--- src/rtl/lvt_bank_router_pkg.sv ---
// Shared defaults and helpers for the LVT bank router and its live value table.
package lvt_pkg;

  localparam int unsigned IndexWidthDef = 8;
  localparam int unsigned DataWidthDef  = 32;
  localparam int unsigned RDef          = 4;
  localparam int unsigned NBitsRDef     = 2;

  // Write port whose bank is recorded when both ports hit the same address or bank.
  localparam int unsigned PORT_PRIO = 1;

  function automatic int unsigned clog2(input int unsigned value);
    int unsigned res;
    res = 0;
    while ((64'd1 << res) < 64'(value)) res++;
    return res;
  endfunction

endpackage

--- src/rtl/lvt_bank_router_if.sv ---
// Write request, per-bank strobe and LVT read bundle of the bank router.
interface lvt_bank_router_if import lvt_pkg::*; #(
  parameter int unsigned IndexWidth = IndexWidthDef,
  parameter int unsigned DataWidth  = DataWidthDef,
  parameter int unsigned R          = RDef,
  parameter int unsigned NBitsR     = NBitsRDef
);

  logic [1:0]              wr_en;
  logic [IndexWidth-1:0]   wr_addr0, wr_addr1;
  logic [DataWidth-1:0]    wr_data0, wr_data1;
  logic [NBitsR-1:0]       wr_bank0, wr_bank1;
  logic [R-1:0]            bank_we;
  logic [R*IndexWidth-1:0] bank_addr;
  logic [R*DataWidth-1:0]  bank_wdata;
  logic [IndexWidth-1:0]   rd_addr0, rd_addr1;
  logic [NBitsR-1:0]       rd_sel0, rd_sel1;
  logic                    rd_live0, rd_live1;
  logic                    collision;
  logic                    bank_err;

  modport master (
    output wr_en, wr_addr0, wr_addr1, wr_data0, wr_data1, wr_bank0, wr_bank1,
    output rd_addr0, rd_addr1,
    input  bank_we, bank_addr, bank_wdata, rd_sel0, rd_sel1, rd_live0, rd_live1,
    input  collision, bank_err
  );

  modport slave (
    input  wr_en, wr_addr0, wr_addr1, wr_data0, wr_data1, wr_bank0, wr_bank1,
    input  rd_addr0, rd_addr1,
    output bank_we, bank_addr, bank_wdata, rd_sel0, rd_sel1, rd_live0, rd_live1,
    output collision, bank_err
  );

endinterface

--- src/rtl/lvt_bank_router_table.sv ---
// Live value table: 2W/2R storage of bank index plus live bit, registered reads.
module lvt_table import lvt_pkg::*; #(
  parameter int unsigned IndexWidth = IndexWidthDef,
  parameter int unsigned NBitsR     = NBitsRDef
) (
  input  logic                  clk,
  input  logic                  reset,
  input  logic                  we0_i,
  input  logic [IndexWidth-1:0] addr0_i,
  input  logic [NBitsR-1:0]     bank0_i,
  input  logic                  we1_i,
  input  logic [IndexWidth-1:0] addr1_i,
  input  logic [NBitsR-1:0]     bank1_i,
  input  logic [IndexWidth-1:0] rd_addr0_i,
  input  logic [IndexWidth-1:0] rd_addr1_i,
  output logic [NBitsR-1:0]     rd_sel0_o,
  output logic                  rd_live0_o,
  output logic [NBitsR-1:0]     rd_sel1_o,
  output logic                  rd_live1_o
);

  localparam int unsigned Depth = 2 ** IndexWidth;

  logic [NBitsR-1:0]     sel_q [Depth];
  logic [Depth-1:0]      live_q;
  logic [IndexWidth-1:0] rd_addr [2];
  logic [NBitsR-1:0]     rd_sel_d [2];
  logic [NBitsR-1:0]     rd_sel_q [2];
  logic [1:0]            rd_live_d, rd_live_q;

  assign rd_addr[0] = rd_addr0_i;
  assign rd_addr[1] = rd_addr1_i;

  // Same-edge writes bypass the array; port 1 is checked first so it wins.
  always_comb begin
    for (int p = 0; p < 2; p++) begin
      rd_sel_d[p]  = sel_q[rd_addr[p]];
      rd_live_d[p] = live_q[rd_addr[p]];
      if (we1_i && addr1_i == rd_addr[p]) begin
        rd_sel_d[p]  = bank1_i;
        rd_live_d[p] = 1'b1;
      end else if (we0_i && addr0_i == rd_addr[p]) begin
        rd_sel_d[p]  = bank0_i;
        rd_live_d[p] = 1'b1;
      end
    end
  end

  always_ff @(posedge clk or negedge reset) begin
    if (!reset) begin
      for (int i = 0; i < Depth; i++) sel_q[i] <= '0;
      live_q    <= '0;
      rd_sel_q  <= '{default: '0};
      rd_live_q <= '0;
    end else begin
      if (we0_i) begin
        sel_q[addr0_i]  <= bank0_i;
        live_q[addr0_i] <= 1'b1;
      end
      // Later non-blocking assignment overrides port 0 on an address tie.
      if (we1_i) begin
        sel_q[addr1_i]  <= bank1_i;
        live_q[addr1_i] <= 1'b1;
      end
      rd_sel_q  <= rd_sel_d;
      rd_live_q <= rd_live_d;
    end
  end

  assign rd_sel0_o  = rd_sel_q[0];
  assign rd_live0_o = rd_live_q[0];
  assign rd_sel1_o  = rd_sel_q[1];
  assign rd_live1_o = rd_live_q[1];

endmodule

--- src/rtl/lvt_bank_router.sv ---
// Steers two tagged write requests into R BRAM banks and tracks the latest bank per address.
module lvt_bank_router import lvt_pkg::*; #(
  parameter int unsigned IndexWidth = IndexWidthDef,
  parameter int unsigned DataWidth  = DataWidthDef,
  parameter int unsigned R          = RDef,
  parameter int unsigned NBitsR     = NBitsRDef
) (
  input logic          clk,
  input logic          reset,
  lvt_bank_router_if.slave bus
);

  localparam logic [NBitsR:0] BankLimit = (NBitsR + 1)'(R);

  logic                    valid0, valid1, same_bank, keep0;
  logic [R-1:0]            bank_we_d, bank_we_q;
  logic [R*IndexWidth-1:0] bank_addr_d, bank_addr_q;
  logic [R*DataWidth-1:0]  bank_wdata_d, bank_wdata_q;
  logic                    collision_d, collision_q;
  logic                    bank_err_d, bank_err_q;

  always_comb begin
    valid0    = bus.wr_en[0] && ({1'b0, bus.wr_bank0} < BankLimit);
    valid1    = bus.wr_en[1] && ({1'b0, bus.wr_bank1} < BankLimit);
    same_bank = valid0 && valid1 && (bus.wr_bank0 == bus.wr_bank1);
    keep0     = valid0 && !same_bank;

    collision_d = same_bank;
    bank_err_d  = (bus.wr_en[0] && !valid0) || (bus.wr_en[1] && !valid1);

    // Idle banks keep their last address/data; only the strobe drops.
    bank_we_d    = '0;
    bank_addr_d  = bank_addr_q;
    bank_wdata_d = bank_wdata_q;
    for (int unsigned k = 0; k < R; k++) begin
      if (keep0 && bus.wr_bank0 == NBitsR'(k)) begin
        bank_we_d[k]                             = 1'b1;
        bank_addr_d[k*IndexWidth +: IndexWidth]  = bus.wr_addr0;
        bank_wdata_d[k*DataWidth +: DataWidth]   = bus.wr_data0;
      end
      if (valid1 && bus.wr_bank1 == NBitsR'(k)) begin
        bank_we_d[k]                             = 1'b1;
        bank_addr_d[k*IndexWidth +: IndexWidth]  = bus.wr_addr1;
        bank_wdata_d[k*DataWidth +: DataWidth]   = bus.wr_data1;
      end
    end
  end

  always_ff @(posedge clk or negedge reset) begin
    if (!reset) begin
      bank_we_q    <= '0;
      bank_addr_q  <= '0;
      bank_wdata_q <= '0;
      collision_q  <= 1'b0;
      bank_err_q   <= 1'b0;
    end else begin
      bank_we_q    <= bank_we_d;
      bank_addr_q  <= bank_addr_d;
      bank_wdata_q <= bank_wdata_d;
      collision_q  <= collision_d;
      bank_err_q   <= bank_err_d;
    end
  end

  assign bus.bank_we    = bank_we_q;
  assign bus.bank_addr  = bank_addr_q;
  assign bus.bank_wdata = bank_wdata_q;
  assign bus.collision  = collision_q;
  assign bus.bank_err   = bank_err_q;

  lvt_table #(
    .IndexWidth (IndexWidth),
    .NBitsR     (NBitsR)
  ) u_table (
    .clk        (clk),
    .reset      (reset),
    .we0_i      (keep0),
    .addr0_i    (bus.wr_addr0),
    .bank0_i    (bus.wr_bank0),
    .we1_i      (valid1),
    .addr1_i    (bus.wr_addr1),
    .bank1_i    (bus.wr_bank1),
    .rd_addr0_i (bus.rd_addr0),
    .rd_addr1_i (bus.rd_addr1),
    .rd_sel0_o  (bus.rd_sel0),
    .rd_live0_o (bus.rd_live0),
    .rd_sel1_o  (bus.rd_sel1),
    .rd_live1_o (bus.rd_live1)
  );

endmodule

--- src/flat_wrapper.sv ---
// flat-port wrapper written by rule: the top's interface ports become plain ports
module lvt_bank_router_flat import lvt_pkg::*;
#(
  parameter int unsigned IndexWidth = IndexWidthDef,
  parameter int unsigned DataWidth  = DataWidthDef,
  parameter int unsigned R          = RDef,
  parameter int unsigned NBitsR     = NBitsRDef
)
  (clk, reset, bus_wr_en, bus_wr_addr0, bus_wr_addr1, bus_wr_data0, bus_wr_data1, bus_wr_bank0, bus_wr_bank1, bus_rd_addr0, bus_rd_addr1, bus_bank_we, bus_bank_addr, bus_bank_wdata, bus_rd_sel0, bus_rd_sel1, bus_rd_live0, bus_rd_live1, bus_collision, bus_bank_err);
  lvt_bank_router_if #(.IndexWidth(IndexWidth), .DataWidth(DataWidth), .R(R), .NBitsR(NBitsR)) bus_i ();
  input logic clk;
  input logic reset;
  input wire logic [$bits(bus_i.wr_en)-1:0] bus_wr_en;
  input wire logic [$bits(bus_i.wr_addr0)-1:0] bus_wr_addr0;
  input wire logic [$bits(bus_i.wr_addr1)-1:0] bus_wr_addr1;
  input wire logic [$bits(bus_i.wr_data0)-1:0] bus_wr_data0;
  input wire logic [$bits(bus_i.wr_data1)-1:0] bus_wr_data1;
  input wire logic [$bits(bus_i.wr_bank0)-1:0] bus_wr_bank0;
  input wire logic [$bits(bus_i.wr_bank1)-1:0] bus_wr_bank1;
  input wire logic [$bits(bus_i.rd_addr0)-1:0] bus_rd_addr0;
  input wire logic [$bits(bus_i.rd_addr1)-1:0] bus_rd_addr1;
  output wire logic [$bits(bus_i.bank_we)-1:0] bus_bank_we;
  output wire logic [$bits(bus_i.bank_addr)-1:0] bus_bank_addr;
  output wire logic [$bits(bus_i.bank_wdata)-1:0] bus_bank_wdata;
  output wire logic [$bits(bus_i.rd_sel0)-1:0] bus_rd_sel0;
  output wire logic [$bits(bus_i.rd_sel1)-1:0] bus_rd_sel1;
  output wire logic [$bits(bus_i.rd_live0)-1:0] bus_rd_live0;
  output wire logic [$bits(bus_i.rd_live1)-1:0] bus_rd_live1;
  output wire logic [$bits(bus_i.collision)-1:0] bus_collision;
  output wire logic [$bits(bus_i.bank_err)-1:0] bus_bank_err;
  assign bus_i.wr_en = bus_wr_en;
  assign bus_i.wr_addr0 = bus_wr_addr0;
  assign bus_i.wr_addr1 = bus_wr_addr1;
  assign bus_i.wr_data0 = bus_wr_data0;
  assign bus_i.wr_data1 = bus_wr_data1;
  assign bus_i.wr_bank0 = bus_wr_bank0;
  assign bus_i.wr_bank1 = bus_wr_bank1;
  assign bus_i.rd_addr0 = bus_rd_addr0;
  assign bus_i.rd_addr1 = bus_rd_addr1;
  assign bus_bank_we = bus_i.bank_we;
  assign bus_bank_addr = bus_i.bank_addr;
  assign bus_bank_wdata = bus_i.bank_wdata;
  assign bus_rd_sel0 = bus_i.rd_sel0;
  assign bus_rd_sel1 = bus_i.rd_sel1;
  assign bus_rd_live0 = bus_i.rd_live0;
  assign bus_rd_live1 = bus_i.rd_live1;
  assign bus_collision = bus_i.collision;
  assign bus_bank_err = bus_i.bank_err;
  lvt_bank_router #(.IndexWidth(IndexWidth), .DataWidth(DataWidth), .R(R), .NBitsR(NBitsR)) u_core (.clk(clk), .reset(reset), .bus(bus_i));
endmodule
--- config.mk ---
export PLATFORM = sky130hd
export DESIGN_NAME = lvt_bank_router_flat
export DESIGN_NICKNAME = d
export VERILOG_FILES = /design/src/rtl/lvt_bank_router_pkg.sv /design/src/rtl/lvt_bank_router_if.sv /design/src/rtl/lvt_bank_router_table.sv /design/src/rtl/lvt_bank_router.sv /design/src/flat_wrapper.sv
export SDC_FILE = /design/constraint.sdc
export NUM_CORES = 2
export LEC_CHECK = 0
export BUFFER_PORTS_ARGS = -buffer_cell sky130_fd_sc_hd__buf_4
export CAP_MARGIN = 20
export CORE_ASPECT_RATIO = 0.7
export CORE_MARGIN = 5
export CORE_UTILIZATION = 31
export DETAILED_ROUTE_END_ITERATION = 7
export PLACE_DENSITY = 0.51
export SYNTH_ARGS = -nofsm -noshare
export SYNTH_HDL_FRONTEND = slang
export SYNTH_SLANG_ARGS = --single-unit
--- constraint.sdc ---
create_clock -name clk -period 2.8 [get_ports clk]
set_input_delay 0.56 -clock clk [delete_from_list [all_inputs] [get_ports clk]]
set_output_delay 0.56 -clock clk [all_outputs]
set_load 0.05 [all_outputs]
==> metrics.md <==
| Metric | Value |
|---|---|
| Critical path class | reg2reg |
| Clk sink count | 939 |
| I/O pin count | 276 |
| Gr usage total | 27.6% |
| Die W | roughly 510 um |
| Seq/Total Area, Yosys | between 40% and 50% |
| Fraction of registers with async set or reset after synthesis | 100% |
| R2R depth | 7 |
| Switching share of total power | 34.0% |
| P_int | between 20 and 30 mW |
| Synth cell types | 70 |
| Wire length per cell | 31.2 um |
| NumNets Final | 6120 |
| Max stage delay cell, worst path | mux4_2 |
| Worst r2r src | u_core.u_table.live_q[222] |
| CP cell instances | mux4_2, a22o_1, a221oi_1, o22ai_1, o31ai_1, o21ai_2, a311o_1 |
| Arr. time, crit path | 3.39 ns |
| Initial core utilization | 31.3% |
| Vias per cell | 5.92 |
| Critical path's top delay family | compound AO/OA/AOI/OAI gates |
| CP endpoint kind | flip-flop |
| Post-detail-place hpwl | 193000 um |
| GRT Residual Overflow | 0 |
| Post-route insts no fill | 8452 |
| Root Buffer Master | clkbuf_16 |
| DRT Wirelength | approximately 260000 um |
| Power share of the combinational group | 23.9% |
| Core ar. | about 170000 um2 |
| Fin. max-slew vios | 0 |
| Actual slew at the worst max-slew pin | 1.20 ns |
| Sw Pwr | between 10 and 15 mW |
| Area delta synth->final | 23.3% |
| Synthesized area per cell | 10.1 um2 |
| CTS Buffer Depth | 3 |
| Vias in the first global route | 47200 |
| Synthesized flop and latch total | approximately 940 |
| Maximum VDD drop | 0.000504 V |
| Worst setup margin | 0.0404 ns |
| Initial antenna violation count | 15 |
| Placed cells | 8254 |
| Pwr dens | 609 nW/um2 |
| # Post-CTS Setup Buffers | 0 |
| DRT Pass-1 Iters | 6 |
| Hold slack | ~0.064 ns |
| Clk_lat worst skew | 0.77 ns |
| Sum Neg Setup Slack | 0 ns |
| Die area | 185000 um2 |
| Outcome | complete, no violations |
| Sequential Power Share | approximately two fifths |
| Number of port buffers | 274 |
| Worst path depth | 7 |
| Fmax | 362 MHz |
| Routed Antenna Nets | 0 |
| Clk pwr share | 34.4% |
| CP Launch Point | u_core.u_table.live_q[222] |
| Std-Cell Rows | approximately 130 |
| CTS tree | yes |
| Crit path max fanout | 3 |
| Commonest non-fill, non-tap cell in the layout | nand2_1 |
| Max-cap violations | 0 |
| Layout cells sized above 1 | roughly a quarter |
| Worst Skew | between 0.04 and 0.05 ns |
| Warnings, synthesis | 0 |
| DR vias | 50000 |
| Vert. Die Dim | ~360 um |
| Post-Place Worst Slack | -0.612 ns |
| Fillers | roughly 17000 |
| Synth Instances | about 5400 |
| Hold Violations, Final | 0 |
| Startpoint Class | flip-flop |
| Number of H-tree levels | 3 |
| First-pass GRT wire length | around 370000 um |
| Worst Path Buf+Inv | 0 |
| Final Cycle Share | 98.6% |
| Tmin final | approximately 2.8 ns |
| Top_reg_cell synth | dfrtp_1 |
| Routability cong. | 1.01 |
| Leak pwr | 31.3 nW |
| Worst Path Required | 3.43 ns |
| Inserted Clock Buffers | 98 |
| CP peak stage delay | 0.49 ns |
| Critical R2R Capture | u_core.u_table.rd_live_q[0] |
| Commonest cells after routing, fill and taps aside | nand2_1 (948), dfrtp_1 (939), buf_4 (832), nor2_1 (784), mux2i_1 (584) |
| Min-Delay Path Depth | 3 |
| Hold Crit Class | in2reg |
| Post-synth EDFFs | 0 |
| R2R Setup Slk | 0.04 ns |
| Max transition margin | approximately 20% |
| RSZ-0062 raised after global routing | no |
| Final setup viols | 0 |
| Worst setup endpoint | u_core.u_table.rd_live_q[0] |
| Reg clk slew, reported paths | 0.07 ns |
| Utilization after layout | 38.6% |
| Syn_nets | about 5500 |
| Largest net degree at the start of global routing | about 140 |
| Residual DRC | 0 |
| DRT iter0 DRCs | 7226 |
| Synthesized area | 54500 um2 |
==> flip-flops by register name (all words and copies together) (netlist names), 2 cells and up <==
name and count:
u_core.bus.bank_addr 32, u_core.bus.bank_wdata 128, u_core.bus.bank_we 4, u_core.u_table.live_q 256, u_core.u_table.rd_live_q 2, u_core.u_table.rd_sel0_o 2
u_core.u_table.rd_sel1_o 2, u_core.u_table.sel_q 512
==> worst min path at each step <==
| stage | from | endpoint | slack [ns] |
|---|---|---|---|
| floorplan | reset | u_core.bus.bank_addr[0] | 0.26 |
| global placement | u_core.bus.bank_addr[26] | u_core.bus.bank_addr[26] | 0.46 |
| detailed placement | u_core.bus.bank_wdata[113] | u_core.bus.bank_wdata[113] | 0.47 |
| CTS | bus_wr_data0[24] | u_core.bus.bank_wdata[120] | 0.02 |
| global route | bus_wr_data0[24] | u_core.bus.bank_wdata[88] | 0.03 |
| finish | bus_wr_data0[24] | u_core.bus.bank_wdata[120] | 0.06 |
==> kinds of logic after synthesis <==
family / Yosys count / synth area share (%)
AO/OA/AOI/OAI: 914 / 9.87
XOR/XNOR: 34 / 0.546
buffers and inverters: 404 / 3.42
flip-flops: 939 / 43.1
multiplexers: 973 / 26.7
other: 1 / 0.00687
AND/OR/NAND/NOR: 2112 / 16.4
==> cell type report <==
type                    instances  area [um2]  share of cell area, %
well taps                    2340        2930                   4.35
flip-flops and latches        939       23500                   34.9
inverters                      13        48.8                 0.0726
clock inverters                36         447                  0.664
multi-input cells            4034       29300                   43.6
diodes                         16        40.0                 0.0596
repair buffers                930        8120                   12.1
clock buffers                 144        2860                   4.25
==> through the flow <==
| step | instance area [um2] | total power [mW] |
|---|---|---|
| 2_1_floorplan | 54500 | 22.2 |
| 3_3_place_gp | 63900 | 26.7 |
| 3_5_place_dp | 63900 | 26.8 |
| 4_1_cts | 67200 | 40.9 |
| 5_1_grt | 67200 | 42.2 |
| 6_report | 67200 | 41.0 |
==> per-layer routing <==
metal	track usage, %	wire length [um]
met1	41.1	115000
met5	0	25
met2	36.8	104000
met3	9.80	34400
met4	9.36	10200
==> Yosys cell counts (5+ instances only) <==
| library cell | n | area share, % |
|---|---|---|
| a22oi_1 | 57 | 0.78 |
| a31oi_1 | 56 | 0.64 |
| buf_1 | 24 | 0.17 |
| mux4_2 | 358 | 15 |
| buf_2 | 62 | 0.57 |
| a221oi_1 | 20 | 0.32 |
| and2_1 | 19 | 0.22 |
| and2_0 | 5 | 0.057 |
| or3b_2 | 8 | 0.13 |
| dfrtp_1 | 939 | 43 |
| clkbuf_1 | 250 | 1.7 |
| xnor2_1 | 23 | 0.37 |
| nand4_1 | 16 | 0.18 |
| buf_6 | 8 | 0.17 |
| o221ai_1 | 16 | 0.26 |
| a211o_1 | 15 | 0.24 |
| nor3_2 | 5 | 0.092 |
| mux2i_1 | 584 | 11 |
| xor2_1 | 11 | 0.18 |
| nor2_1 | 785 | 5.4 |
| nor3_1 | 55 | 0.50 |
| and3_1 | 6 | 0.069 |
| nor4_1 | 11 | 0.13 |
| nand2_1 | 948 | 6.5 |
| mux2_2 | 11 | 0.23 |
| o211ai_1 | 6 | 0.083 |
| nor4b_1 | 6 | 0.096 |
| nand3_1 | 31 | 0.28 |
| o21ai_0 | 332 | 3.0 |
| o22ai_1 | 123 | 1.4 |
| mux4_1 | 20 | 0.96 |
| or3_1 | 60 | 0.69 |
| a22o_1 | 18 | 0.29 |
| nand3b_1 | 86 | 1.2 |
| nor2b_1 | 29 | 0.33 |
| buf_4 | 44 | 0.61 |
| a21oi_1 | 219 | 2.0 |
| a211oi_1 | 15 | 0.21 |
| or2_2 | 6 | 0.069 |
| inv_1 | 11 | 0.076 |
| nand2b_1 | 25 | 0.29 |
==> worst min-delay path, stage by stage <==
cell     delay [ns]
buf_4          0.10
a22oi_1        0.07
nand2_1        0.06
==> power groups by stage <==
stage | logic [mW] | clock network, mW | registers [mW]
final | 9.78 | 14.1 | 17.1
after CTS | 9.66 | 14.2 | 17.0
after global routing | 10.2 | 14.8 | 17.2
after global placement | 9.53 | 0 | 17.2
after floorplan | 4.20 | 0 | 18.0
after detailed placement | 9.63 | 0 | 17.2
==> timing repair <==
| item | in CTS | in global routing |
|---|---|---|
| resized for setup | 0 | 1 |
| hold endpoints to repair | 29 | 0 |
| setup endpoints to repair | 0 | 1 |
| hold buffers | 1 | 0 |
No activity file was read; power rests on OpenSTA's default activity.
